## config.mk

```make
export PLATFORM = sky130hd
export DESIGN_NAME = audio_pdm_dac
export DESIGN_NICKNAME = d
export VERILOG_FILES = /design/src/rtl/audio_pdm_dac_pkg.sv /design/src/rtl/audio_gain_ramp.sv /design/src/rtl/audio_pdm_dac.sv
export SDC_FILE = /design/constraint.sdc
export NUM_CORES = 1
export LEC_CHECK = 0
export ABC_CLOCK_PERIOD_IN_PS = 7400
export BUFFER_PORTS_ARGS = -buffer_cell sky130_fd_sc_hd__buf_2
export CORE_MARGIN = 2
export CORE_UTILIZATION = 30
export DETAILED_ROUTE_END_ITERATION = 7
export GPL_ROUTABILITY_DRIVEN = 1
export GPL_TIMING_DRIVEN = 0
export PLACE_DENSITY_LB_ADDON = 0.05
export SETUP_SLACK_MARGIN = 0.5
export SLEW_MARGIN = 10
export SYNTH_ARGS = -nofsm -noshare
export SYNTH_HDL_FRONTEND = slang
export SYNTH_SLANG_ARGS = --single-unit
```

## constraint.sdc

```tcl
create_clock -name clk -period 7.4 [get_ports clk]
set_clock_uncertainty 0.2 [all_clocks]
set_input_delay 1.11 -clock clk [delete_from_list [all_inputs] [get_ports clk]]
set_output_delay 1.11 -clock clk [all_outputs]
set_load 0.02 [all_outputs]
```

## src/rtl/audio_pdm_dac_pkg.sv

```systemverilog
// audio_pdm_dac_pkg: shared constants and helpers for the SID audio PDM DAC
package audio_pdm_dac_pkg;
   localparam int IN_W_DEF   = 12;
   localparam int ACC_W_DEF  = 18;
   localparam int GAIN_W     = 9;
   localparam int GAIN_UNITY = 256;
   localparam logic signed [12:0] FB_POS = 13'sd2047;
   localparam logic signed [12:0] FB_NEG = -13'sd2048;

   function automatic longint acc_max(input int w);
      return (longint'(1) <<< (w - 1)) - 1;
   endfunction

   function automatic longint acc_min(input int w);
      return -(longint'(1) <<< (w - 1));
   endfunction

   localparam longint ACC_MAX = acc_max(ACC_W_DEF);
   localparam longint ACC_MIN = acc_min(ACC_W_DEF);
endpackage

```

## src/rtl/audio_gain_ramp.sv

```systemverilog
// audio_gain_ramp: click-free gain ramp and amplifier enable sequencing
module audio_gain_ramp
   import audio_pdm_dac_pkg::*;
#(
   parameter int RAMP_DIV = 1024
) (
   input  logic              clk,
   input  logic              reset_n,
   input  logic              enable_i,
   input  logic              mute_i,
   output logic [GAIN_W-1:0] gain_o,
   output logic              amp_en_o
);
   localparam int CW = (RAMP_DIV > 1) ? $clog2(RAMP_DIV) : 1;

   logic [CW-1:0]     cnt;
   logic              wrap;
   logic [GAIN_W-1:0] target;
   logic [GAIN_W-1:0] gain_n;
   logic              amp_n;

   // step gain one unit toward target on each counter wrap; amp drops only once silent
   always_comb begin
      wrap   = (cnt == CW'(RAMP_DIV - 1));
      target = (enable_i & ~mute_i) ? GAIN_W'(GAIN_UNITY) : '0;
      gain_n = (!wrap || gain_o == target) ? gain_o :
               (gain_o < target) ? gain_o + 1'b1 : gain_o - 1'b1;
      amp_n  = enable_i ? 1'b1 : (gain_o == '0) ? 1'b0 : amp_en_o;
   end

   // ramp counter, gain and amplifier enable registers
   always_ff @(posedge clk or negedge reset_n) begin
      if (!reset_n) begin
         cnt      <= '0;
         gain_o   <= '0;
         amp_en_o <= 1'b0;
      end else begin
         cnt      <= wrap ? '0 : cnt + 1'b1;
         gain_o   <= gain_n;
         amp_en_o <= amp_n;
      end
   end
endmodule

```

## src/rtl/audio_pdm_dac.sv

```systemverilog
// audio_pdm_dac: second-order delta-sigma PDM DAC for the 12-bit SID audio bus
module audio_pdm_dac
   import audio_pdm_dac_pkg::*;
#(
   parameter int IN_W     = IN_W_DEF,
   parameter int ACC_W    = ACC_W_DEF,
   parameter int RAMP_DIV = 1024
) (
   input  logic              clk,
   input  logic              reset_n,
   input  logic [IN_W-1:0]   sample_i,
   input  logic              sample_valid_i,
   input  logic              enable_i,
   input  logic              mute_i,
   input  logic              clip_clr_i,
   output logic              pdm_o,
   output logic              amp_en_o,
   output logic              clip_o,
   output logic [GAIN_W-1:0] gain_o
);
   // one guard bit beyond ACC_W+1 keeps three-term sums exact even at narrow ACC_W
   localparam int SW = ACC_W + 2;
   localparam logic signed [SW-1:0] SMAX = SW'(acc_max(ACC_W));
   localparam logic signed [SW-1:0] SMIN = SW'(acc_min(ACC_W));

   logic [IN_W-1:0]             hold;
   logic signed [IN_W-1:0]      s;
   logic signed [IN_W+GAIN_W:0] prod;
   logic signed [IN_W:0]        x, x_n;
   logic signed [SW-1:0]        fb, a1, a2;
   logic signed [ACC_W-1:0]     i1, i2, i1_n, i2_n;
   logic                        c1, c2, pdm_n, clip_n;

   audio_gain_ramp #(.RAMP_DIV(RAMP_DIV)) u_ramp (
      .clk      (clk),
      .reset_n  (reset_n),
      .enable_i (enable_i),
      .mute_i   (mute_i),
      .gain_o   (gain_o),
      .amp_en_o (amp_en_o)
   );

   // offset-binary to signed, gain scaling, and both saturating integrator updates
   always_comb begin
      s      = {~hold[IN_W-1], hold[IN_W-2:0]};
      prod   = s * $signed({1'b0, gain_o});
      x_n    = (IN_W + 1)'(prod >>> 8);
      fb     = pdm_o ? SW'(FB_POS) : SW'(FB_NEG);
      a1     = SW'(i1) + SW'(x) - fb;
      c1     = (a1 > SMAX) || (a1 < SMIN);
      i1_n   = (a1 > SMAX) ? ACC_W'(SMAX) : (a1 < SMIN) ? ACC_W'(SMIN) : ACC_W'(a1);
      a2     = SW'(i2) + SW'(i1_n) - fb;
      c2     = (a2 > SMAX) || (a2 < SMIN);
      i2_n   = (a2 > SMAX) ? ACC_W'(SMAX) : (a2 < SMIN) ? ACC_W'(SMIN) : ACC_W'(a2);
      pdm_n  = ~i2_n[ACC_W-1];
      clip_n = c1 | c2 | (clip_o & ~clip_clr_i);
   end

   // sample hold, scaled-sample pipeline register and modulator state
   always_ff @(posedge clk or negedge reset_n) begin
      if (!reset_n) begin
         hold   <= IN_W'(1 << (IN_W - 1));
         x      <= '0;
         i1     <= '0;
         i2     <= '0;
         pdm_o  <= 1'b0;
         clip_o <= 1'b0;
      end else begin
         hold   <= sample_valid_i ? sample_i : hold;
         x      <= x_n;
         i1     <= i1_n;
         i2     <= i2_n;
         pdm_o  <= pdm_n;
         clip_o <= clip_n;
      end
   end
endmodule

```

# Yosys cells after proc, flatten, opt, wreduce, memory -nomap -nowiden
# Cells that the tools add are included.
# W data, S select, Z words.
# op_classes
n_addsub,7
n_mul,1
magnitude_cmp,5
n_eq_ne,2
n_mux,10
n_bitwise,8
reduce_logical,6
# op_table
cell,n
$mux W18,4
$gt A20 B18 Y1 const B,2
$lt A20 B18 Y1 const B,2
$sub A19 B20 Y20,2
$mul A12 B10 Y21,1
$mux W20,1
$add A18 B13 Y19,1
$add A18 B18 Y19,1
$mux W9,2
$add A10 B1 Y10 const B,1
$eq A10 B10 Y1 const B,1
$mux W10,1
$add A9 B1 Y9 const B,1
$eq A9 B9 Y1,1
$logic_not A9 Y1,1
$lt A9 B9 Y1,1
$sub A9 B1 Y9 const B,1
$not A1 Y1,4
$logic_or A1 B1 Y1,3
$and A1 B1 Y1,2
$mux W1,2
$or A1 B1 Y1,2
$reduce_bool A2 Y1,1
$logic_not A1 Y1,1
# word_totals
reg_bits,83
in_bits,18
output_inout_bits,12
elab_cells,48

# Longest topological paths before layout
# Gate-level depths: netlist of the first run.
# depth
ltp_word,11
depth_mapped,30
ltp_nobuf,28

# Cells and area by module
# Synthesis of the first run repeated with hierarchy kept, for this count alone.
# hier_totals
hier_cells,1021
area_unflattened_um2,9960.8
# modules_own_cells
module,n_inst,cells_per_inst,area_per_inst_um2,seq_area_each_um2
audio_pdm_dac,1,904,8767.2,1577.8
audio_gain_ramp,1,117,1193.6,500.5

# Worst setup path before layout of the first run
# OpenSTA, ideal clock, no wires.
# synth_timing
path_kind,register -> register
startpoint,reg pdm_o
endpoint,reg i2[11]
setup_time_ns,0.076
arrival_time_ns,7.452
required_ns,7.124
setup_slack_ns,-0.328
stages_incl_launch_ff,27
path_buffers,2
period_less_slack_ns,7.728
path_cell_list,dfrtp_1 > fa_1 > fa_1 > nor2b_1 > o31a_1 > o221a_2 > o211ai_2 > a21oi_2 > nor4_1 > a311o_2 > a21oi_4 > buf_2 > a21oi_1 > ha_1 > inv_1 > ha_1 > fa_1 > a21o_1 > a2111oi_4 > o31ai_2 > a21oi_2 > xnor2_4 > nand3b_1 > mux2i_2 > nor2_4 > buf_6 > o21ai_1
# synth_via
elab_chain_len,10
elab_cells_between_ends,12
cone_classes,3 x add/sub; 4 x order compare; 5 x mux
# synth_rtl
element,line_no,rtl
start: declaration,audio_pdm_dac.sv:16,"output logic pdm_o,"
start signal: assignment,audio_pdm_dac.sv:73,pdm_o <= pdm_n;
$mux W20 (*),audio_pdm_dac.sv:48,fb = pdm_o ? SW'(FB_POS) : SW'(FB_NEG);
$sub A19 B20 Y20,audio_pdm_dac.sv:49,a1 = SW'(i1) + SW'(x) - fb;
$lt A20 B18 Y1,audio_pdm_dac.sv:51,i1_n = (a1 > SMAX) ? ACC_W'(SMAX) : (a1 < SMIN) ? ACC_W'(SMIN) : ACC_W'(a1);
$mux W18 (2 in a row),audio_pdm_dac.sv:51,
$add A18 B18 Y19,audio_pdm_dac.sv:52,a2 = SW'(i2) + SW'(i1_n) - fb;
$sub A19 B20 Y20 (*),audio_pdm_dac.sv:52,
$lt A20 B18 Y1,audio_pdm_dac.sv:54,i2_n = (a2 > SMAX) ? ACC_W'(SMAX) : (a2 < SMIN) ? ACC_W'(SMIN) : ACC_W'(a2);
$mux W18,audio_pdm_dac.sv:54,
$mux W18 (*),audio_pdm_dac.sv:54,
net i2_n[11],audio_pdm_dac.sv:31,"logic signed [ACC_W-1:0] i1, i2, i1_n, i2_n;"
end signal: assignment,audio_pdm_dac.sv:72,i2 <= i2_n;
end: declaration,audio_pdm_dac.sv:31,
# Mark *: on every way through the listed nets, which the timed path passes. The rest lies on a longest branch.
# A chain may end at the register's enable or synchronous reset.

# Worst setup path after layout of the first run
# layout_timing
startpoint,reg pdm_o
endpoint,reg i2[2]
# layout_via
elab_chain_len,10
elab_cells_between_ends,12
cone_classes,3 x add/sub; 4 x order compare; 5 x mux
# layout_rtl
element,line_no
$mux W20 (*),audio_pdm_dac.sv:48
$sub A19 B20 Y20 (*),audio_pdm_dac.sv:49
$lt A20 B18 Y1,audio_pdm_dac.sv:51
$mux W18,audio_pdm_dac.sv:51
$mux W18 (*),audio_pdm_dac.sv:51
net i1_n[1],audio_pdm_dac.sv:31
$add A18 B18 Y19 (*),audio_pdm_dac.sv:52
$sub A19 B20 Y20 (*),audio_pdm_dac.sv:52
$lt A20 B18 Y1,audio_pdm_dac.sv:54
$mux W18,audio_pdm_dac.sv:54
$mux W18 (*),audio_pdm_dac.sv:54
net i2_n[2],audio_pdm_dac.sv:31
# Marked as above.

==> results.toml, run 1 <==
[yosys]
muxShareOfSynthArea_pct = 2.263
seq_area_frac_synth_pct = 20.77
synth_nets = 1268
synth_area_leaders = "fa_1 (25%), dfrtp_1 (21%), ha_1 (12%)"
syn_avg_cell_area_sq_um = 9.726
netlist_area_sq_um = 10010
synth_compound_area_share_pct = 12.61
synth_top_family_by_area = "adder cells"
async_reset_ff_share_pct = 100.0
syn_inst = 1029
synth-seq-cells = 83
synth_flop_cell = "dfrtp_1"
synth_fa_ha_area_share_pct = 37.15
synth.distinct_cells = 75
yosysTopAreaCell = "fa_1"
synthDominantCellAreaShare_pct = 25.40
synth_edf_count = 0
synth_warnings = 0
synth_simple_gate_area_share_pct = 13.14
synth_xor_area_share_pct = 5.563

[clock_tree]
cts_tree = "yes"
numCtsBuffers = 9
clock_sinks = 83
ctsHtreeMaxLevel = 3
max-clock-path-buffers = 2
cts_root_buf = "clkbuf_16"
clk_pin_slew_worst_paths_ns = 0.07
clk_latency_ns = 0.36

[sta]
rsz0062_at_grt = "yes"
period_minus_slack_ns = 6.627
setup_viol = 0
fin_tns_setup_ns = 0
hold_viol = 0
fin_crit_sh_pct = 89.55
drv_slew = 0
fmax_mhz = 150.9
fin_ws_ns = 0.7730
worst_pin_slew_ns = 0.5734
slew-limit-headroom_pct = 61.77

[global_route]
grt_pass1_wl_um = 40340
grt.total_usage_pct = 14.47
grt_use_met3_pct = 1.768
grt_pass1_vias = 7608
busiest_layer = "met2"
grt_max_degree = 55
grt_antenna_before_repair = 0
met2_usage_pct = 24.56
gr-usage-met1_pct = 19.83
grt.overflow.total = 0

[worst_hold_path]
hold_depth = 1
hp-start = "u_ramp.cnt[9]"
hold_class = "register to register"

[final_layout]
multiInputGateArea_sq_um = 7553
final-seq-area_sq_um = 2082
drive_gt1_share_pct = 17.94
final_cell_mix = "inv_1 (184), fa_1 (124), dfrtp_1 (81), ha_1 (73), and2_1 (70)"
fillCellCount = 3378
nets = 1349
synthToLayoutAreaGrowth_pct = 20.11
n_antenna_cell = 0
layout.cells.most_common = "inv_1"

[floorplanning]
rows = 66
io_pins = 30
start_util_pct = 30.61
die_width_um = 186.7
fp.dieArea_sq_um = 34840
core_area_sq_um = 32700
die_h_um = 186.7

[route]
dr_total_vias = 6953
wl_per_cell_um = 15.37
wirelength_um = 23940
drt_iter0_drc = 205
viasPerCell = 4.466
drc = 0
postRouteAntennaNets = 0
dr.pass1.iters = 4

[critical_path]
cp.required_ns = 7.49
worstPathArrival_ns = 6.71
timing.rr.start = "pdm_o"
cp_max_fo = 8
cp-startpoint = "pdm_o"
r2r_cells = 26
criticalPathCategory = "register to register"
start_kind = "register"
worstSetupEndpointType = "register"

[run]
cap_violations = 0

[place]
hpwl_um = 18230
port_buffers = 29
post-place-ws_ns = -0.6837
place_congestion = 0.7018

[outcome]
status = "finished clean"
==> worst max-delay path, stage by stage, from the launching register on <==
cell       delay, ns
dfrtp_4         0.59
buf_6           0.17
fa_1            0.49
inv_2           0.05
ha_4            0.27
o21a_1          0.11
o31a_1          0.18
o221a_4         0.22
o211ai_4        0.10
a21oi_4         0.21
nor4_4          0.05
a311o_2         0.42
o21ai_4         0.19
buf_12          0.15
a21o_1          0.16
fa_2            0.50
fa_2            0.42
a21o_1          0.24
a2111oi_4       0.41
o31ai_4         0.17
a21oi_4         0.22
xnor2_4         0.17
nand3b_1        0.15
mux2i_4         0.27
nor2_4          0.10
clkbuf_16       0.19
o21ai_2         0.12
==> registers in the layout, summed over array words and instances (netlist names) <==
register         cells
hold                12
i1                  18
pdm_o                1
i2                  18
x                   13
u_ramp.gain_o        9
u_ramp.cnt          10
clip_o               1
u_ramp.amp_en_o      1
==> cells in the mapped netlist, types with 17 or more instances <==
library cell  number
a21o_1            30
a21oi_1           40
and2_1            70
clkbuf_1          20
dfrtp_1           82
fa_1             127
ha_1              94
inv_1            188
mux2_2            18
nand2_1           58
nor2_1            42
nor2b_1           17
o21ai_0           22
xnor2_1           39
xor2_1            17
==> cell type report <==
class	count	share of cell area (%)
Sequential cell	83	17.32
Multi-Input combinational cell	728	62.83
Tap cell	442	4.600
Clock inverter	6	0.9367
Buffer	30	1.405
Inverter	188	5.870
Clock buffer	10	1.905
Timing Repair Buffer	70	5.131
==> metrics by stage <==
step / instances / utilization, % / hold slack, ns / instance area, sq um
after detailed placement: 1502 / 32.90 / 0.2564 / 10760
after global placement: 1500 / 32.75 / 0.2583 / 10710
after floorplan: 1029 / - / 0.2365 / 10010
final: 1557 / 36.76 / 0.2689 / 12020
after global routing: 1557 / 36.76 / 0.2904 / 12020
after CTS: 1540 / 35.39 / 0.2725 / 11570
==> per-layer routing <==
metal,routed length [um],vias to the layer above
li1,-,3475
met1,11650,3403
met2,11640,63
met3,425,12
met4,219,0
met5,0,-
==> kinds of logic after synthesis <==
group	count (synthesis)
AND/OR/NAND/NOR	252
adder cells (fa/ha/maj)	221
buffers and inverters	218
AO/OA/AOI/OAI	176
flip-flops	83
XOR/XNOR	59
multiplexers	20
==> final timing paths <==
kind                                      end  slack, ns
worst max-delay path                    i2[2]       0.77
max in group asynchronous               i1[5]       5.86
worst max register to register          i2[2]       0.77
worst min-delay path            u_ramp.cnt[9]       0.27
min in group asynchronous       u_ramp.cnt[4]       0.48
worst min register to register  u_ramp.cnt[9]       0.27
==> timing repair <==
action,in CTS,in global routing
gates resized for setup,43,47
gates cloned,1,3
setup endpoints to repair,20,21
buffers inserted,21,14
pin swaps,25,42
hold buffers,0,0
Power of run 1 is not shown: default switching activity piles up to over one toggle a cycle in this logic, so the estimate is an artifact.
==> inputs of run 2 (changes only) <==
--- a/config.mk
+++ b/config.mk
@@ -7,6 +7,8 @@
 export LEC_CHECK = 0
 export ABC_CLOCK_PERIOD_IN_PS = 7400
 export BUFFER_PORTS_ARGS = -buffer_cell sky130_fd_sc_hd__buf_2
+export CAP_MARGIN = 10
+export CORE_ASPECT_RATIO = 1.2
 export CORE_MARGIN = 2
 export CORE_UTILIZATION = 30
 export DETAILED_ROUTE_END_ITERATION = 7
==> results.toml, run 2 (synthesis results as in run 1) <==
[final_layout]
reg_top3 = "i1: 18 flops, i2: 18 flops, x: 13 flops"
nets = 1359
drive_gt1_share_pct = 19.20
final_cell_mix = "inv_1 (182), fa_1 (123), dfrtp_1 (81), and2_1 (70), ha_1 (70)"
final-seq-area_sq_um = 2082
synthToLayoutAreaGrowth_pct = 20.37
n_antenna_cell = 0
fillCellCount = 3366
multiInputGateArea_sq_um = 7607
layout.cells.most_common = "inv_1"

[clock_tree]
cts_hold_buf = 0
max-clock-path-buffers = 2
ctsHtreeMaxLevel = 3
clk_latency_ns = 0.35
cts_tree = "yes"
numCtsBuffers = 9
clk_pin_slew_worst_paths_ns = 0.07
cts_root_buf = "clkbuf_16"
clock_sinks = 83

[critical_path]
reg2reg_slack_ns = 0.67
crit_end = "i2[16]"
cp-startpoint = "pdm_o"
start_kind = "register"
timing.rr.start = "pdm_o"
r2r_cells = 26
r2r_end = "i2[16]"
max_stage_delay_ns = 0.60
worstPathArrival_ns = 6.80
cp.required_ns = 7.47
cp_max_fo = 5
crit_top_cell = "a211oi_4"
criticalPathCategory = "register to register"
slowest_stage = "fa_2"
worstSetupEndpointType = "register"

[sta]
setup_viol = 0
fin_ws_ns = 0.6739
period_minus_slack_ns = 6.726
drv_slew = 0
fin_crit_sh_pct = 90.89
slew-limit-headroom_pct = 55.53
worst_pin_slew_ns = 0.6614
hold_viol = 0
rsz0062_at_grt = "yes"
fmax_mhz = 148.7

[floorplanning]
fp.dieArea_sq_um = 34840
io_pins = 30
die_width_um = 170.7
die_h_um = 204.1
rows = 73
start_util_pct = 30.35
core_area_sq_um = 32970

[global_route]
grt_pass1_wl_um = 39880
grt_max_degree = 54
grt.total_usage_pct = 14.85
grt_antenna_before_repair = 0
grt.overflow.total = 0
grt_pass1_vias = 7704

[place]
port_buffers = 29
post-place-ws_ns = -0.6582
place_congestion = 0.7403
hpwl_um = 18340

[route]
viasPerCell = 4.478
drt_iter0_drc = 181
postRouteAntennaNets = 0
dr_total_vias = 7053
wl_per_cell_um = 15.90
dr.pass1.iters = 6
wirelength_um = 25040
drc = 0

[worst_hold_path]
hold_class = "register to register"

[outcome]
status = "finished clean"

[run]
cap_violations = 0
## run 2: how the worst min path moves through the flow
stage | from | end | slack, ns | cells past startpoint
finish | u_ramp.cnt[8] | u_ramp.cnt[8] | 0.27 | 1
global route | u_ramp.cnt[8] | u_ramp.cnt[8] | 0.30 | 1
CTS | u_ramp.cnt[8] | u_ramp.cnt[8] | 0.27 | 1
detailed placement | u_ramp.cnt[8] | u_ramp.cnt[8] | 0.26 | 1
global placement | u_ramp.cnt[8] | u_ramp.cnt[8] | 0.26 | 1
floorplan | u_ramp.cnt[9] | u_ramp.cnt[9] | 0.24 | 1
## run 2: per-stage QoR
stage          cells  setup TNS (ns)  util [%]  hold slack, ns  area, sq um
2_1_floorplan   1029               0         -          0.2365        10010
3_3_place_gp    1508          -10.58     32.51          0.2586        10720
3_5_place_dp    1510          -10.70     32.66          0.2608        10770
4_1_cts         1550               0     34.90          0.2744        11510
5_1_grt         1575               0     36.53          0.3019        12050
6_report        1575               0     36.53          0.2697        12050
## run 2: repair_timing
action	in CTS	in global routing
pin swaps	27	57
setup endpoints to repair	20	18
buffers inserted	24	22
gates resized for setup	37	66
cloned	0	3
## run 2: cell type report
class	count	share of cell area, %
Clock inverter	6	0.2700
Clock buffer	10	1.901
Inverter	188	5.858
Tap cell	450	4.674
Multi-Input combinational cell	728	63.15
Buffer	30	1.309
Timing Repair Buffer	80	5.557
Sequential cell	83	17.28
## run 2: worst max-delay path: cells and delay by family (launching register included)
family          cells  cell delay (ns)
mux                 1             0.38
xor+xnor            1             0.29
buf+inv             4             0.54
fa+ha+maj           4             1.59
simple gates        3             0.33
flops               1             0.51
compound gates     13             2.78
## run 2: routing by layer
metal,track usage [%],routed length (um),part of all wire [%]
met1,17.86,10900,44
met2,27.70,13330,53
met3,1.743,389,1.6
met4,3.999,418,1.7
met5,0,0,0
Power of run 2 is left out for the same reason.
